<file path="config.mk">
export PLATFORM = sky130hd
export DESIGN_NAME = parking_gate_arbiter
export DESIGN_NICKNAME = d
export VERILOG_FILES = /design/src/rtl/parking_gate_arbiter.sv
export SDC_FILE = /design/constraint.sdc
export NUM_CORES = 1
export LEC_CHECK = 0
export CAP_MARGIN = 20
export CORE_AREA = 2 2 42 59
export CTS_BUF_LIST = sky130_fd_sc_hd__clkbuf_2 sky130_fd_sc_hd__clkbuf_4 sky130_fd_sc_hd__clkbuf_8
export CTS_CLUSTER_DIAMETER = 200
export DETAILED_ROUTE_END_ITERATION = 7
export DIE_AREA = 0 0 44 61
export PLACE_DENSITY = 0.74
export SLEW_MARGIN = 20
export SYNTH_ARGS = -nofsm -noshare
export SYNTH_HDL_FRONTEND = slang
export SYNTH_SLANG_ARGS = --single-unit
</file>
<file path="constraint.sdc">
create_clock -name clk -period 1.43 [get_ports clk]
set_input_delay 0.286 -clock clk [delete_from_list [all_inputs] [get_ports clk]]
set_output_delay 0.286 -clock clk [all_outputs]
set_load 0.02 [all_outputs]
</file>
<file path="src/rtl/parking_gate_arbiter.sv">
`default_nettype none
// ============================================================================
// parking_gate_arbiter: shared-lane barrier arbiter (entry/exit, full-lot, timeout)
// Option macro GATE_EXIT_PRIORITY_EN: exit wins every tie, no round-robin pointer.
// Revision: 1.0
// ============================================================================
module parking_gate_arbiter #(
  parameter int CAPACITY       = 99,
  parameter int CNT_W          = 7,
  parameter int TIMEOUT_CYCLES = 1000,
  parameter int HOLD_CYCLES    = 50
) (
  input  logic             clk,
  input  logic             btnC,
  input  logic             req_in,
  input  logic             req_out,
  input  logic [CNT_W-1:0] count,
  input  logic             entering,
  input  logic             exiting,
  output logic             gate_open,
  output logic             grant_in,
  output logic             grant_out,
  output logic             full,
  output logic             timeout_err
);

  localparam int TMAX = (TIMEOUT_CYCLES > HOLD_CYCLES) ? TIMEOUT_CYCLES : HOLD_CYCLES;
  localparam int TW   = (TMAX > 1) ? $clog2(TMAX) : 1;
  localparam logic [TW-1:0] TMO_LAST  = TW'(TIMEOUT_CYCLES - 1);
  // The IDLE arbitration cycle counts toward the closed gap, so CLOSING is one shorter.
  localparam logic [TW-1:0] HOLD_LAST = TW'((HOLD_CYCLES >= 2) ? (HOLD_CYCLES - 2) : 0);

  localparam logic [1:0] IDLE     = 2'd0;
  localparam logic [1:0] OPEN_IN  = 2'd1;
  localparam logic [1:0] OPEN_OUT = 2'd2;
  localparam logic [1:0] CLOSING  = 2'd3;

  logic [1:0]    state_q, state_d;
  logic [TW-1:0] timer_q, timer_d;
  logic          tmo_hit_q, tmo_hit_d;
  logic          gate_open_q, gate_open_d;
  logic          grant_in_q, grant_in_d;
  logic          grant_out_q, grant_out_d;
  logic          full_q, full_d;
  logic          timeout_err_q, timeout_err_d;
  logic          in_ok, out_ok, in_wins_tie;
  logic [31:0]   count_ext;

  assign count_ext = 32'(count);
  assign in_ok     = req_in & ~full_q;
  assign out_ok    = req_out;

  always_comb begin
    state_d   = state_q;
    timer_d   = timer_q + 1'b1;
    tmo_hit_d = 1'b0;
    case (state_q)
      IDLE: begin
        timer_d = '0;
        if (in_ok && (!out_ok || in_wins_tie)) begin
          state_d = OPEN_IN;
        end else if (out_ok) begin
          state_d = OPEN_OUT;
        end
      end
      OPEN_IN: begin
        if (entering) begin
          state_d = CLOSING;
          timer_d = '0;
        end else if (timer_q == TMO_LAST) begin
          state_d   = CLOSING;
          timer_d   = '0;
          tmo_hit_d = 1'b1;
        end
      end
      OPEN_OUT: begin
        if (exiting) begin
          state_d = CLOSING;
          timer_d = '0;
        end else if (timer_q == TMO_LAST) begin
          state_d   = CLOSING;
          timer_d   = '0;
          tmo_hit_d = 1'b1;
        end
      end
      CLOSING: begin
        if (timer_q >= HOLD_LAST) begin
          state_d = IDLE;
          timer_d = '0;
        end
      end
      default: begin
        state_d = IDLE;
        timer_d = '0;
      end
    endcase
  end

`ifdef GATE_EXIT_PRIORITY_EN
  assign in_wins_tie = 1'b0;
`else
  logic prefer_in_q, prefer_in_d;

  // Pointer names the direction that wins the next tie: opposite of the last grant.
  always_comb begin
    prefer_in_d = prefer_in_q;
    if (state_q == IDLE && state_d == OPEN_IN) begin
      prefer_in_d = 1'b0;
    end else if (state_q == IDLE && state_d == OPEN_OUT) begin
      prefer_in_d = 1'b1;
    end
  end

  always_ff @(posedge clk or negedge btnC) begin
    if (!btnC) begin
      prefer_in_q <= 1'b1;
    end else begin
      prefer_in_q <= prefer_in_d;
    end
  end

  assign in_wins_tie = prefer_in_q;
`endif

  always_comb begin
    gate_open_d   = (state_q == OPEN_IN) || (state_q == OPEN_OUT);
    grant_in_d    = (state_q == OPEN_IN);
    grant_out_d   = (state_q == OPEN_OUT);
    full_d        = (count_ext >= 32'(CAPACITY));
    timeout_err_d = tmo_hit_q;
  end

  always_ff @(posedge clk or negedge btnC) begin
    if (!btnC) begin
      state_q       <= IDLE;
      timer_q       <= '0;
      tmo_hit_q     <= 1'b0;
      gate_open_q   <= 1'b0;
      grant_in_q    <= 1'b0;
      grant_out_q   <= 1'b0;
      full_q        <= 1'b0;
      timeout_err_q <= 1'b0;
    end else begin
      state_q       <= state_d;
      timer_q       <= timer_d;
      tmo_hit_q     <= tmo_hit_d;
      gate_open_q   <= gate_open_d;
      grant_in_q    <= grant_in_d;
      grant_out_q   <= grant_out_d;
      full_q        <= full_d;
      timeout_err_q <= timeout_err_d;
    end
  end

  assign gate_open   = gate_open_q;
  assign grant_in    = grant_in_q;
  assign grant_out   = grant_out_q;
  assign full        = full_q;
  assign timeout_err = timeout_err_q;

endmodule
`default_nettype wire

</file>
==> results_dict.tcl <==
set metrics [dict create \
    clk_pin_slew_ns 0.11 \
    synth_ff_type "dfrtp_1" \
    drtPass1Iterations 4 \
    io_buffers 17 \
    crit_path_max_incr_delay_ns 0.52 \
    postRouteAntennaNets 0 \
    stdcell_count 167 \
    die_x_um 44 \
    ys_seq_elements 19 \
    finalClockSkew_ns 0.00529 \
    synth_top_area_frac 0.460 \
    clk_latency_ns 0.30 \
    antennaDiodeCount 0 \
    r2r_end "timer_q[7]" \
    largest_reg_flops 10 \
    required_ns 1.62 \
    fmax_mhz 616 \
    worstPathCellList "ha_2, nand2_2, or4b_4, a22oi_2, nor2_1" \
    pin_count 18 \
    syn-instance-count 97 \
    rr_worst_depth 5 \
    area_growth_syn_to_layout_pct 51.2 \
    worst_slack_ns -0.195 \
    synth-seq-area-share 0.487 \
    layout-drive-gt1-share 0.338 \
    htreeDepth 1 \
    slowest_stage "or4b_4" \
    pre_cts_slack_ns -0.184 \
    die_y_um 61 \
    num-nets-final 165 \
    yosys.cell_count.top_type "dfrtp_1" \
    ctsHoldBuffers 0 \
    root_buffer "clkbuf_4" \
    min_period_ns 1.62 \
    crit_path_end_kind "flop" \
    avgSynthCellArea_um2 10.1 \
    dpl.hpwl_mm 1.65 \
    p_per_area_mw_per_mm2 1480 \
    rows 20 \
    grt_max_degree 20 \
    ff2ff_setup_slack_ns -0.19 \
    total_power_mw 2.19 \
    postPlaceCellArea_mm2 0.00136 \
    top_regs "timer_q: 10 flops, state_q: 2 flops" \
    viasPerCell 5.23 \
    ys.warnings.count 0 \
    track_usage 0.205 \
    dr.first_iter.drc_count 17 \
    cp_num_buf_inv 0 \
    syn_area_um2 980 \
    synth_largest_area_cell "dfrtp_1" \
    failed_checks "negative setup slack" \
    n_fill_cell 170 \
    hold_ws_ns 0.299 \
    worst_slew_pin_slew_ns 0.345 \
    maxSlewHeadroom 0.764 \
    vias 873 \
    timing.final.crit_share 1.14 \
    status "complete, but fails checks" \
    rsz0062_at_grt "yes" \
    wl_per_cell_um 13.8 \
    drcViolationCount 0 \
    drt_wl_total_mm 2.30 \
    cts_sinks 19 \
    max_flop_register "timer_q" \
    synthDistinctLibCells 30 \
    grt_overflow 0 \
    setup-violations-final 10 \
    ir_drop_mv 0.821 \
    power_leakage_nw 0.664 \
    core_area_mm2 0.00215 \
    synthArstFlopShare 1.00 \
    cts_tree "yes" \
    fp.dieArea_mm2 0.00268 \
    antenna_found_initial 0 \
    clockBufferDepth 2 \
    cts_made_buffers 3 \
    cap_violations 0 \
    slew_violations 0 \
    hold_viol 0 \
    cp_top_family "simple AND/OR/NAND/NOR gates" \
    worstPathMaxFanout 5 \
    place_congestion 0.845 \
    hold_class "in -> async" \
    rr_startpoint "timer_q[1]" \
    grt_pass1_vias 920 \
    synth_edf_count 0 \
    grt_pass1_wl_mm 3.95 \
    fin_area_mm2 0.00148 \
    yosys-top-cells-count "dfrtp_1 (18), nor2_1 (13), nand2_1 (10)" \
    syn_nets 116 \
    synth_area_leaders "dfrtp_1 (46%), ha_1 (7.7%), nor2_1 (5.0%)" \
    cp-start-kind "flop" \
    crit_arrival_ns 1.81 \
    initial_core_util 0.455 \
    critical_path_class "reg -> reg" \
    dp.cells 159 \
]
kinds of logic after synthesis:
logic type,Yosys count,synth area share
simple gates,40,0.204
compound gates,15,0.126
flops,19,0.487
fa+ha+maj,6,0.0766
buf+inv,9,0.0345
xor+xnor,8,0.0715
through the flow:
stage,util,setup TNS (ns)
2_1_floorplan,-,-1.22
3_3_place_gp,0.630,-1.28
3_5_place_dp,0.630,-1.90
4_1_cts,0.658,-1.35
5_1_grt,0.688,-2.70
6_report,0.688,-1.57
routing by layer:
metal,track usage,vias up,part of all wire
li1,-,434,-
met1,0.215,423,0.38
met2,0.370,12,0.57
met3,0.0208,4,0.025
met4,0.156,0,0.024
met5,0,-,0
power breakdown:
part           total [mW]  internal, mW  switching [mW]  leakage (nW)
Combinational        1.18         0.595           0.586         0.396
Clock               0.272         0.104           0.167        0.0177
Sequential          0.740         0.658          0.0826         0.250
Total                2.19          1.36           0.836         0.664
cell type report:
type	count	area, µm²	area share
clock inverter	1	5.00	0.00338
multi-input combinational	70	556	0.375
clock buffer	3	22.5	0.0152
timing repair buffer	43	359	0.242
tap	22	27.5	0.0186
sequential	19	478	0.323
inverter	9	33.8	0.0228
worst max path at each step:
stage / startpoint / endpoint / slack [ns] / cells after the start
5_1_grt: timer_q[1] / timer_q[9] / -0.29 / 5
6_report: timer_q[1] / timer_q[7] / -0.19 / 5
3_3_place_gp: timer_q[1] / timer_q[2] / -0.13 / 5
3_5_place_dp: timer_q[1] / timer_q[5] / -0.18 / 5
2_1_floorplan: timer_q[0] / timer_q[0] / -0.12 / 5
4_1_cts: timer_q[1] / timer_q[7] / -0.17 / 5
timing repair:
| item | CTS | global route |
|---|---|---|
| cloned | 1 | 0 |
| endpoints found under the hold margin | 0 | 0 |
| buffers inserted | 0 | 3 |
| pin swaps | 2 | 1 |
| gates resized for setup | 12 | 8 |
| setup endpoints to repair | 18 | 14 |
layout by cell type (no fill, tap or decap), types with 2 or more instances in the layout:
cell             instances
buf_4                   26
clkdlybuf4s50_1         12
a22oi_2                  2
nor3_1                   3
xor2_1                   3
nand3_1                  2
nor2_1                  12
a21oi_1                  2
clkbuf_4                 3
and2_1                   2
dfrtp_1                 17
ha_1                     3
ha_2                     2
nand2_1                  9
nor4_2                   2
nand2b_1                 3
dlygate4sd2_1            5
inv_1                    8
xnor2_1                  5
a211oi_1                 2
Power figures use the tool's default switching activity.
